[src/rtl/decoder_2to4_stream.sv]
// Registered 2-to-4 one-hot decoder behind a DEPTH-entry FIFO with valid/ready
// handshakes on both sides and four saturating per-line hit counters.
module decoder_2to4_stream #(
    parameter int DEPTH = 4,
    parameter int CNT_W = 8
) (
    input  logic                   clk,
    input  logic                   rst_n,
    input  logic [1:0]             x,
    input  logic                   en,
    input  logic                   in_valid,
    output logic                   in_ready,
    output logic [3:0]             y,
    output logic                   out_valid,
    input  logic                   out_ready,
    output logic [$clog2(DEPTH):0] lvl,
    input  logic [1:0]             cnt_sel,
    output logic [CNT_W-1:0]       cnt,
    input  logic                   clr_cnt
);
    localparam int PTR_W = $clog2(DEPTH);
    localparam int LVL_W = PTR_W + 1;
    localparam logic [CNT_W-1:0] CNT_MAX = '1;

    function automatic logic [CNT_W-1:0] sat_inc(input logic [CNT_W-1:0] v);
        return (v == CNT_MAX) ? v : v + CNT_W'(1);
    endfunction

    function automatic logic [3:0] onehot(input logic e, input logic [1:0] c);
        return e ? (4'b0001 << c) : 4'b0000;
    endfunction

    logic [2:0]       entry_p0 [DEPTH];
    logic [PTR_W-1:0] wr_ptr;
    logic [PTR_W-1:0] rd_ptr;
    logic [LVL_W-1:0] lvl_r;
    logic [CNT_W-1:0] cnt_r [4];

    logic       full;
    logic       empty;
    logic       push;
    logic       pop;
    logic       vld_p1;
    logic [2:0] head_p1;

    assign full     = (lvl_r == LVL_W'(DEPTH));
    assign empty    = (lvl_r == '0);
    assign in_ready = !full && rst_n;
    assign push     = in_valid && in_ready;
    assign pop      = vld_p1 && out_ready;

    // Input stage: capture {en, x} into the FIFO slot under the write pointer.
    always_ff @(posedge clk) begin
        if (push) begin
            entry_p0[wr_ptr] <= {en, x};
        end
    end

    always_ff @(posedge clk) begin
        if (!rst_n) begin
            wr_ptr <= '0;
            rd_ptr <= '0;
            lvl_r  <= '0;
        end else begin
            if (push) begin
                wr_ptr <= wr_ptr + PTR_W'(1);
            end
            if (pop) begin
                rd_ptr <= rd_ptr + PTR_W'(1);
            end
            case ({push, pop})
                2'b10:   lvl_r <= lvl_r + LVL_W'(1);
                2'b01:   lvl_r <= lvl_r - LVL_W'(1);
                default: lvl_r <= lvl_r;
            endcase
        end
    end

    // Output stage: head entry decoded straight from registered state.
    assign vld_p1    = !empty;
    assign head_p1   = entry_p0[rd_ptr];
    assign out_valid = vld_p1;
    assign y         = vld_p1 ? onehot(head_p1[2], head_p1[1:0]) : 4'b0000;
    assign lvl       = lvl_r;

    // A clear wins over an increment landing on the same edge.
    always_ff @(posedge clk) begin
        if (!rst_n || clr_cnt) begin
            for (int i = 0; i < 4; i++) begin
                cnt_r[i] <= '0;
            end
        end else if (pop && head_p1[2]) begin
            cnt_r[head_p1[1:0]] <= sat_inc(cnt_r[head_p1[1:0]]);
        end
    end

    assign cnt = cnt_r[cnt_sel];

endmodule
[config.mk]
export PLATFORM = sky130hd
export DESIGN_NAME = decoder_2to4_stream
export DESIGN_NICKNAME = d
export VERILOG_FILES = /design/src/rtl/decoder_2to4_stream.sv
export SDC_FILE = /design/constraint.sdc
export NUM_CORES = 1
export LEC_CHECK = 0
export CAP_MARGIN = 20
export CORE_ASPECT_RATIO = 1.25
export CORE_MARGIN = 2
export CORE_UTILIZATION = 39
export CTS_BUF_LIST = sky130_fd_sc_hd__clkbuf_4 sky130_fd_sc_hd__clkbuf_8 sky130_fd_sc_hd__clkbuf_16
export CTS_CLUSTER_SIZE = 20
export DETAILED_ROUTE_END_ITERATION = 8
export HOLD_SLACK_MARGIN = 0.02
export PLACE_DENSITY_LB_ADDON = 0.3
export SLEW_MARGIN = 20
export SYNTH_ARGS = -nofsm -noshare
export SYNTH_HDL_FRONTEND = slang
export SYNTH_SLANG_ARGS = --single-unit
[constraint.sdc]
create_clock -name clk -period 2.9 [get_ports clk]
set_input_delay 0.58 -clock clk [delete_from_list [all_inputs] [get_ports clk]]
set_output_delay 0.58 -clock clk [all_outputs]
set_load 0.02 [all_outputs]
# [After elaboration in Yosys (flattened, before gate mapping)]
# Memories as Yosys holds them, arrays and structs flattened. A register that Yosys moved wholly into a read port is not among the register bits.
# Index checks and enable logic that the tools add are counted.
# W data, S select, Z words.
[totals] reg_bits=7 ramBits=44 output_inout_bits=17 mem_count=2
[op_classes] n_addsub=5 eq_ne=4 shifts=1 n_mux=16 reduce_logical=11
[mem_list] memory="cnt_r" depth=4 word_bits=8 read_ports=2 rd_clocked_by_memory_dff=0 wr=4 line="37" rtl="logic [CNT_W-1:0] cnt_r [4];"
[mem_list] memory="entry_p0" depth=4 word_bits=3 read_ports=1 rd_clocked_by_memory_dff=1 wr=1 line="33" rtl="logic [2:0] entry_p0 [DEPTH];"
[op_table] cell="$mux W8" count=2
[op_table] cell="$add A8 B1 Y8 const B" count=1
[op_table] cell="$eq A8 B8 Y1 const B" count=1
[op_table] cell="$mux W1" count=8
[op_table] cell="$mux W4" count=2
[op_table] cell="$reduce_or A8 Y1" count=1
[op_table] cell="$mux W2" count=3
[op_table] cell="$pmux W3 S2" count=1
[op_table] cell="$add A2 B1 Y2 const B" count=2
[op_table] cell="$logic_and A1 B1 Y1" count=4
[op_table] cell="$shl A1 B2 Y4 const A" count=1
[op_table] cell="$add A3 B1 Y3 const B" count=1
[op_table] cell="$eq A3 B3 Y1 const B" count=1
[op_table] cell="$logic_not A1 Y1" count=3
[op_table] cell="$logic_not A3 Y1" count=1
[op_table] cell="$sub A3 B1 Y3 const B" count=1
[op_table] cell="$eq A2 B1 Y1 const B" count=1
[op_table] cell="$eq A2 B2 Y1 const B" count=1
[op_table] cell="$reduce_bool A2 Y1" count=1
[op_table] cell="$logic_or A1 B1 Y1" count=1

# [Logic depth before layout (Yosys ltp)]
# Gate-level depths: netlist (run 1).
[depth] depth_word=9 mapped_depth=10 ltp_nobuf=10

# [Worst setup path before layout (run 1)]
# Ideal clock, no wire load.
[synth_path] path_type="register -> register" from="reg (tool-made name)" to="mem cnt_r[0][3], data pin" arrival_time_ns=2.523 required_ns=2.743 path_slack_ns=0.220 stages_incl_launch_ff=10 path_buffers=1 period_less_slack_ns=2.680 path_cell_list="dfxtp_1 -> mux4_2 -> buf_4 -> mux2i_1 -> mux2i_2 -> ha_1 -> inv_1 -> nor4_4 -> a211oi_2 -> nor3_1"
[synth_rtl] element="end: declaration" line="37"

# [Worst setup path in the final report (run 1)]
[layout_path] from="in cnt_sel[0]" to="out cnt[0]"
[layout_via] elab_chain_cells=1
[layout_rtl] element="start: declaration" line="17" rtl="input logic [1:0] cnt_sel,"
[layout_rtl] element="$mem_v2 Z4 W8"
[layout_rtl] element="end: declaration" line="18" rtl="output logic [CNT_W-1:0] cnt,"
# No other way between the ends.

==> results of run 1 <==
## power by group
part / leakage (nW) / internal [mW] / switching, mW
clock network: 0.0484 / 0.177 / 0.233
logic: 0.807 / 0.444 / 0.529
registers: 0.540 / 0.905 / 0.0541
total: 1.40 / 1.53 / 0.817
## cell type report
cell class	count	area, µm²
sequential	53	1510
clock buffer	6	76.3
clock inverter	2	10.0
fill	659	3720
inverter	8	30.0
timing repair buffer	48	489
multi-input combinational	152	1360
tap	92	115
## kinds of logic after synthesis
| kind of cell | after synthesis | share of synthesized area, % |
|---|---|---|
| fa+ha+maj | 7 | 3.26 |
| xor+xnor | 5 | 1.50 |
| flops | 53 | 51.5 |
| compound gates | 24 | 5.62 |
| simple gates | 75 | 14.7 |
| mux | 41 | 20.1 |
| buf+inv | 19 | 3.35 |
## worst max path at each step
stage | endpoint | slack, ns | depth (start not counted)
finish | cnt[0] | 0.04 | 4
floorplan | cnt_r[0][3] | 0.22 | 9
global route | cnt[0] | 0.002 | 4
detailed placement | cnt[5] | 0.01 | 4
global placement | cnt[1] | 0.009 | 4
CTS | y[0] | 0.002 | 5
## timing repair
item,4_1_cts,5_1_grt
pin swaps,0,2
cloned,0,0
setup buffers,0,1
gates resized for setup,5,18
setup endpoints to repair,5,40
## cell usage after synthesis, types with 2 or more instances
cell type | instances | area (µm²)
edfxtp_1 | 44 | 1320
a31oi_1 | 4 | 25.0
nand2_1 | 7 | 26.3
mux2i_2 | 2 | 27.5
and3_1 | 4 | 25.0
o31ai_1 | 4 | 30.0
buf_1 | 3 | 11.3
nand3_1 | 2 | 10.0
xnor2_1 | 2 | 17.5
or3_1 | 2 | 12.5
buf_6 | 3 | 33.8
a21oi_1 | 6 | 30.0
mux4_1 | 2 | 52.6
or2_2 | 4 | 25.0
nor4_4 | 2 | 42.5
mux2_2 | 5 | 56.3
ha_1 | 6 | 75.1
nand2b_1 | 2 | 12.5
dfxtp_1 | 9 | 180
inv_1 | 7 | 26.3
mux4_2 | 9 | 203
nor2_1 | 17 | 63.8
clkbuf_1 | 4 | 15.0
and2_1 | 2 | 12.5
nor3_1 | 27 | 135
o21ai_0 | 5 | 25.0
xor2_1 | 3 | 26.3
mux2i_1 | 21 | 210
## cell usage in the layout (no fill, tap or decap), types with 8 or more instances in the layout
cell	count
nor2_1	17
mux4_2	10
dfxtp_1	8
clkdlybuf4s50_1	16
buf_4	18
mux2i_1	20
edfxtp_1	44
nor3_1	21
## stage by stage
step / util (%) / setup WS (ns) / hold WS (ns) / power, mW
5_1_grt: 49.1 / 0.00186 / 0.552 / 2.47
3_5_place_dp: 46.9 / 0.0139 / 0.510 / 1.94
3_3_place_gp: 46.9 / 0.00868 / 0.503 / 1.93
2_1_floorplan: - / 0.220 / 0.485 / 1.62
6_report: 49.1 / 0.0429 / 0.529 / 2.34
4_1_cts: 48.1 / 0.00153 / 0.531 / 2.34
## metal layers
metal / share of wire, % / wire [µm]
met2: 53 / 3320
met5: 0 / 0
met1: 38 / 2370
met4: 3.5 / 217
met3: 5.4 / 337
## state kept, by name, indices dropped and copies added, names as in the netlist, named ones only
signal and flops:
wr_ptr 2, lvl 3, entry_p0 12, cnt_r 32, rd_ptr 2
## worst reg2reg max path: stages (launching register included)
cell	delay [ns]
dfxtp_4	0.38
mux4_2	0.55
buf_4	0.22
mux2i_2	0.18
mux2i_4	0.16
ha_2	0.20
buf_4	0.12
nand2_1	0.13
o31ai_2	0.34
buf_4	0.18
nor2_1	0.05
==> impl_metrics.toml, run 1 <==
[worst_setup_path]
cp_common_cell = "clkdlybuf4s50_1"
cpLargestDelayFamily = "buffers and inverters"
cp_slowest_stage_delay_ns = 0.55
cp_slowest_cell = "clkdlybuf4s50_1"
r2r_cells = 10
crit_start = "cnt_sel[0]"
r2r_setup_slack_ns = 0.13
endpoint_kind = "output port"
path_cells = "clkdlybuf4s50_1, buf_12, mux4_2, clkdlybuf4s50_1"
path_max_fanout = 8
worstSetupStartpointType = "primary input"
r2r-end = "cnt_r[2][4]"
timing_worst_setup_path_type = "in -> out"
path_buf_inv = 3
required_ns = 2.32
worstPathArrival_ns = 2.28

[finish]
syn_to_final_growth_pct = 23.0
drive_above_1_share_pct = 27.5
stdcell_count = 361
num_antenna_cells = 0
nets = 285
final_cell_area_um2 = 3590

[global_routing]
top_usage_layer = "met2"
gr-total-overflow = 0
grt_usage_pct = 16.4
grt_pass1_wl_um = 9890
antenna_found_initial = 0
grt_max_degree = 16
grtUsageMet1_pct = 17.8
first_global_vias = 2050
grt_use_met3_pct = 3.94
use_met2_pct = 29.6

[die]
pin_count = 27
dieArea_um2 = 8190
core_region_area_um2 = 7310
die_w_um = 81.3
fp.dieH_um = 101
initial_utilization_pct = 39.9
rows = 35

[cts]
hold_buffers = 0
cts_made_buffers = 5
htree_levels = 2
cts-root-buf = "clkbuf_8"
cts_tree = "built"
clock_sinks = 53
max-clock-path-buffers = 2
clock_latency_ns = 0.31
path_clk_slew_ns = 0.09

[placed_design]
dp_hpwl_um = 4620
port-buffer-count = 26
dpl_cell_area_um2 = 3430
placed_cells = 352
place_congestion = 0.932

[worst_hold_path]
min-delay-start = "lvl[2]"
min_to = "lvl[2]"
hold_depth = 2
min_path_type = "reg -> reg"

[power]
powerDensity_nw_per_um2 = 653
leakagePower_nw = 1.40
peakVddDrop_uv = 534

[drt]
drt_iter0_drc = 75
routed_wl_um = 6250
detailroute.via_count = 1994
ant_nets = 0
wire_per_inst_um = 17.3
drc = 0
first_pass_iters = 4
via_per_inst = 5.52

[yosys]
synth-seq-cells = 53
synth_cells = 224
synth.distinct_cells = 44
async_reset_ff_share_pct = 0
synthesis.nets = 241
netlist_area_um2 = 2920
yosys_warnings = 0
synthFlopType = "edfxtp_1"
synth-edff-count = 44
syn_area_per_cell_um2 = 13.0
ys_seq_area_share_pct = 51.5

[timing]
fin_crit_ns = 2.86
worst_pin_slew_ns = 0.457
max_slew_margin_pct = 68.7
timing.setup.tns_ns = 0
fmax_mhz = 350
hold_viol_final = 0
setup_violations = 0
rsz0062_at_grt = "false"
slew_violations = 0
fin_worst_skew_ns = 0.00807
fin_crit_sh_pct = 98.5

[status]
status = "finished, final reports clean"

[job]
cap_violations = 0
No activity file was read; power rests on OpenSTA's default activity.
==> inputs of run 2 (changes only) <==
--- a/config.mk
+++ b/config.mk
@@ -14,7 +14,7 @@
 export DETAILED_ROUTE_END_ITERATION = 8
 export HOLD_SLACK_MARGIN = 0.02
 export PLACE_DENSITY_LB_ADDON = 0.3
-export SLEW_MARGIN = 20
+export SLEW_MARGIN = 40
 export SYNTH_ARGS = -nofsm -noshare
 export SYNTH_HDL_FRONTEND = slang
 export SYNTH_SLANG_ARGS = --single-unit
==> results of run 2 <==
No change in the layout: final DEF, timing and power equal those of run 1.
==> inputs of run 3 (changes only) <==
--- a/config.mk
+++ b/config.mk
@@ -8,12 +8,12 @@
 export CAP_MARGIN = 20
 export CORE_ASPECT_RATIO = 1.25
 export CORE_MARGIN = 2
-export CORE_UTILIZATION = 39
+export CORE_UTILIZATION = 50
 export CTS_BUF_LIST = sky130_fd_sc_hd__clkbuf_4 sky130_fd_sc_hd__clkbuf_8 sky130_fd_sc_hd__clkbuf_16
 export CTS_CLUSTER_SIZE = 20
 export DETAILED_ROUTE_END_ITERATION = 8
 export HOLD_SLACK_MARGIN = 0.02
-export PLACE_DENSITY_LB_ADDON = 0.3
+export PLACE_DENSITY = 0.7
 export SLEW_MARGIN = 40
 export SYNTH_ARGS = -nofsm -noshare
 export SYNTH_HDL_FRONTEND = slang
==> run 3 against run 2 <==
Die area decreased by 21%. Cell area increased by 0.73%. Fmax increased by 2.2%. First-iteration DRC count increased by 100%. Critical path type is now reg -> reg. Clock skew decreased by 0.00082 ns. Combinational power increased by 0.8%. Utilization increased by 14 points. Final cell count decreased by 5.5%. Global-route usage increased by 4.2 points. Sequential power about the same. Count of clock-buffer cells in the layout decreased by 1. Highest routed layer unchanged.
==> impl_metrics.toml, run 3 (synthesis results as in run 1) <==
[status]
status = "finished, final reports clean"

[die]
initial_utilization_pct = 51.2
pin_count = 27
die_w_um = 72.3
core_region_area_um2 = 5700
fp.dieH_um = 89.4
rows = 31
dieArea_um2 = 6460

[finish]
final_cell_area_um2 = 3610
layout_commonest_cell = "edfxtp_1"
drive_above_1_share_pct = 28.0
mostFrequentLayoutCells = "44 x edfxtp_1, 26 x nor3_1, 26 x buf_4, 20 x mux2i_1"
largest-register = "cnt_r"
nets = 291
num_antenna_cells = 0
largest_reg_flops = 32
syn_to_final_growth_pct = 23.9

[placed_design]
dp_hpwl_um = 4700
place_congestion = 0.895
port-buffer-count = 26
dpl_cell_area_um2 = 3400
dp_slack_ns = 0.0122

[cts]
path_clk_slew_ns = 0.10
htree_levels = 2
clock_sinks = 53
cts_made_buffers = 5
cts_tree = "built"
hold_buffers = 0
clock_latency_ns = 0.31
cts-root-buf = "clkbuf_8"
max-clock-path-buffers = 2

[drt]
wire_per_inst_um = 18.5
drt_iter0_drc = 152
ant_nets = 0
drc = 0
routed_wl_um = 6300
first_pass_iters = 5
via_per_inst = 5.80
detailroute.via_count = 1979

[worst_setup_path]
cp_common_cell = "buf_4"
worstSetupStartpointType = "register"
cp-endpoint = "cnt_r[0][3]"
cp_num_cells = 10
cp_slowest_stage_delay_ns = 0.56
r2r-end = "cnt_r[0][3]"
endpoint_kind = "register"
required_ns = 3.05
cp_slowest_cell = "mux4_2"
path_max_fanout = 6
timing_worst_setup_path_type = "reg -> reg"
path_cells = "mux4_2, buf_4, mux2i_1, mux2i_2, ha_1, inv_1, nor4_4, buf_4, a211oi_2, nor3_1"
path_buf_inv = 3
cpLargestDelayFamily = "multiplexers"
r2r_setup_slack_ns = 0.10
worstPathArrival_ns = 2.95
r2r_cells = 10

[timing]
fin_worst_skew_ns = 0.00724
hold_ws_ns = 0.520
setup_violations = 0
hold_viol_final = 0
fmax_mhz = 358
fin_crit_sh_pct = 96.4
worst_pin_slew_ns = 0.393
timing.final.ws_setup_ns = 0.105
slew_violations = 0
rsz0062_at_grt = "true"
max_slew_margin_pct = 73.1
timing.setup.tns_ns = 0
fin_crit_ns = 2.80

[global_routing]
antenna_found_initial = 0
gr-total-overflow = 0
grt_pass1_wl_um = 9850
first_global_vias = 2060
grt_usage_pct = 20.6
grt_max_degree = 17

[power]
power_mw = 2.52
powerDensity_nw_per_um2 = 698
leakagePower_nw = 1.42
peakVddDrop_uv = 467

[worst_hold_path]
min_path_type = "reg -> reg"

[job]
cap_violations = 0
-- run 3: cell types whose count changed in the layout (fill, tap and decap cells not counted), moves of 2 or more --
cell	delta
buf_4	+8
buf_12	-2
bufinv_16	+2
nor3_2	-5
nor3_1	+5
-- run 3: cell type report --
type	count	area (µm²)
clock buffer	5	68.8
fill	446	2090
timing repair buffer	54	510
tap	66	82.6
inverter	8	30.0
clock inverter	3	65.1
multi-input combinational	152	1350
sequential	53	1510
-- run 3: worst reg2reg max path: stages, from the launching register on --
cell and delay (ns):
dfxtp_4 0.38, mux4_2 0.56, buf_4 0.20, mux2i_1 0.15
mux2i_2 0.21, ha_1 0.21, inv_1 0.08, nor4_4 0.34
buf_4 0.20, a211oi_2 0.10, nor3_1 0.21
-- run 3: timing repair --
action,in CTS,in global routing
setup buffers,3,1
pin swaps,0,5
hold endpoints to repair,0,0
endpoints found under the setup margin,4,41
gates cloned,0,0
resized for setup,3,16
-- run 3: how the worst min path moves through the flow --
stage / start / end / slack, ns / cells past startpoint
after global routing: rd_ptr[1] / register / 0.57 / 2
after global placement: lvl[2] / lvl[2] / 0.50 / 2
after detailed placement: lvl[2] / lvl[2] / 0.51 / 2
final: lvl[2] / lvl[2] / 0.52 / 2
after floorplan: rd_ptr[1] / register / 0.48 / 2
after CTS: lvl[2] / lvl[2] / 0.52 / 2
-- run 3: stage by stage --
step,cells,util [%]
floorplan,224,-
CTS,340,62.2
detailed placement,329,59.6
finish,341,63.4
global placement,329,59.6
global route,341,63.4
-- run 3: layer usage --
metal | track usage [%] | wire length (µm) | vias to the layer above
met3 | 3.38 | 236 | 12
li1 | - | - | 954
met4 | 8.40 | 125 | 0
met5 | 0 | 0 | -
met2 | 39.8 | 3640 | 42
met1 | 22.0 | 2300 | 971
-- run 3: where the power goes --
part	internal (mW)	switching, mW	leakage, nW
registers	0.905	0.0519	0.540
logic	0.445	0.536	0.814
clock network	0.343	0.243	0.0681
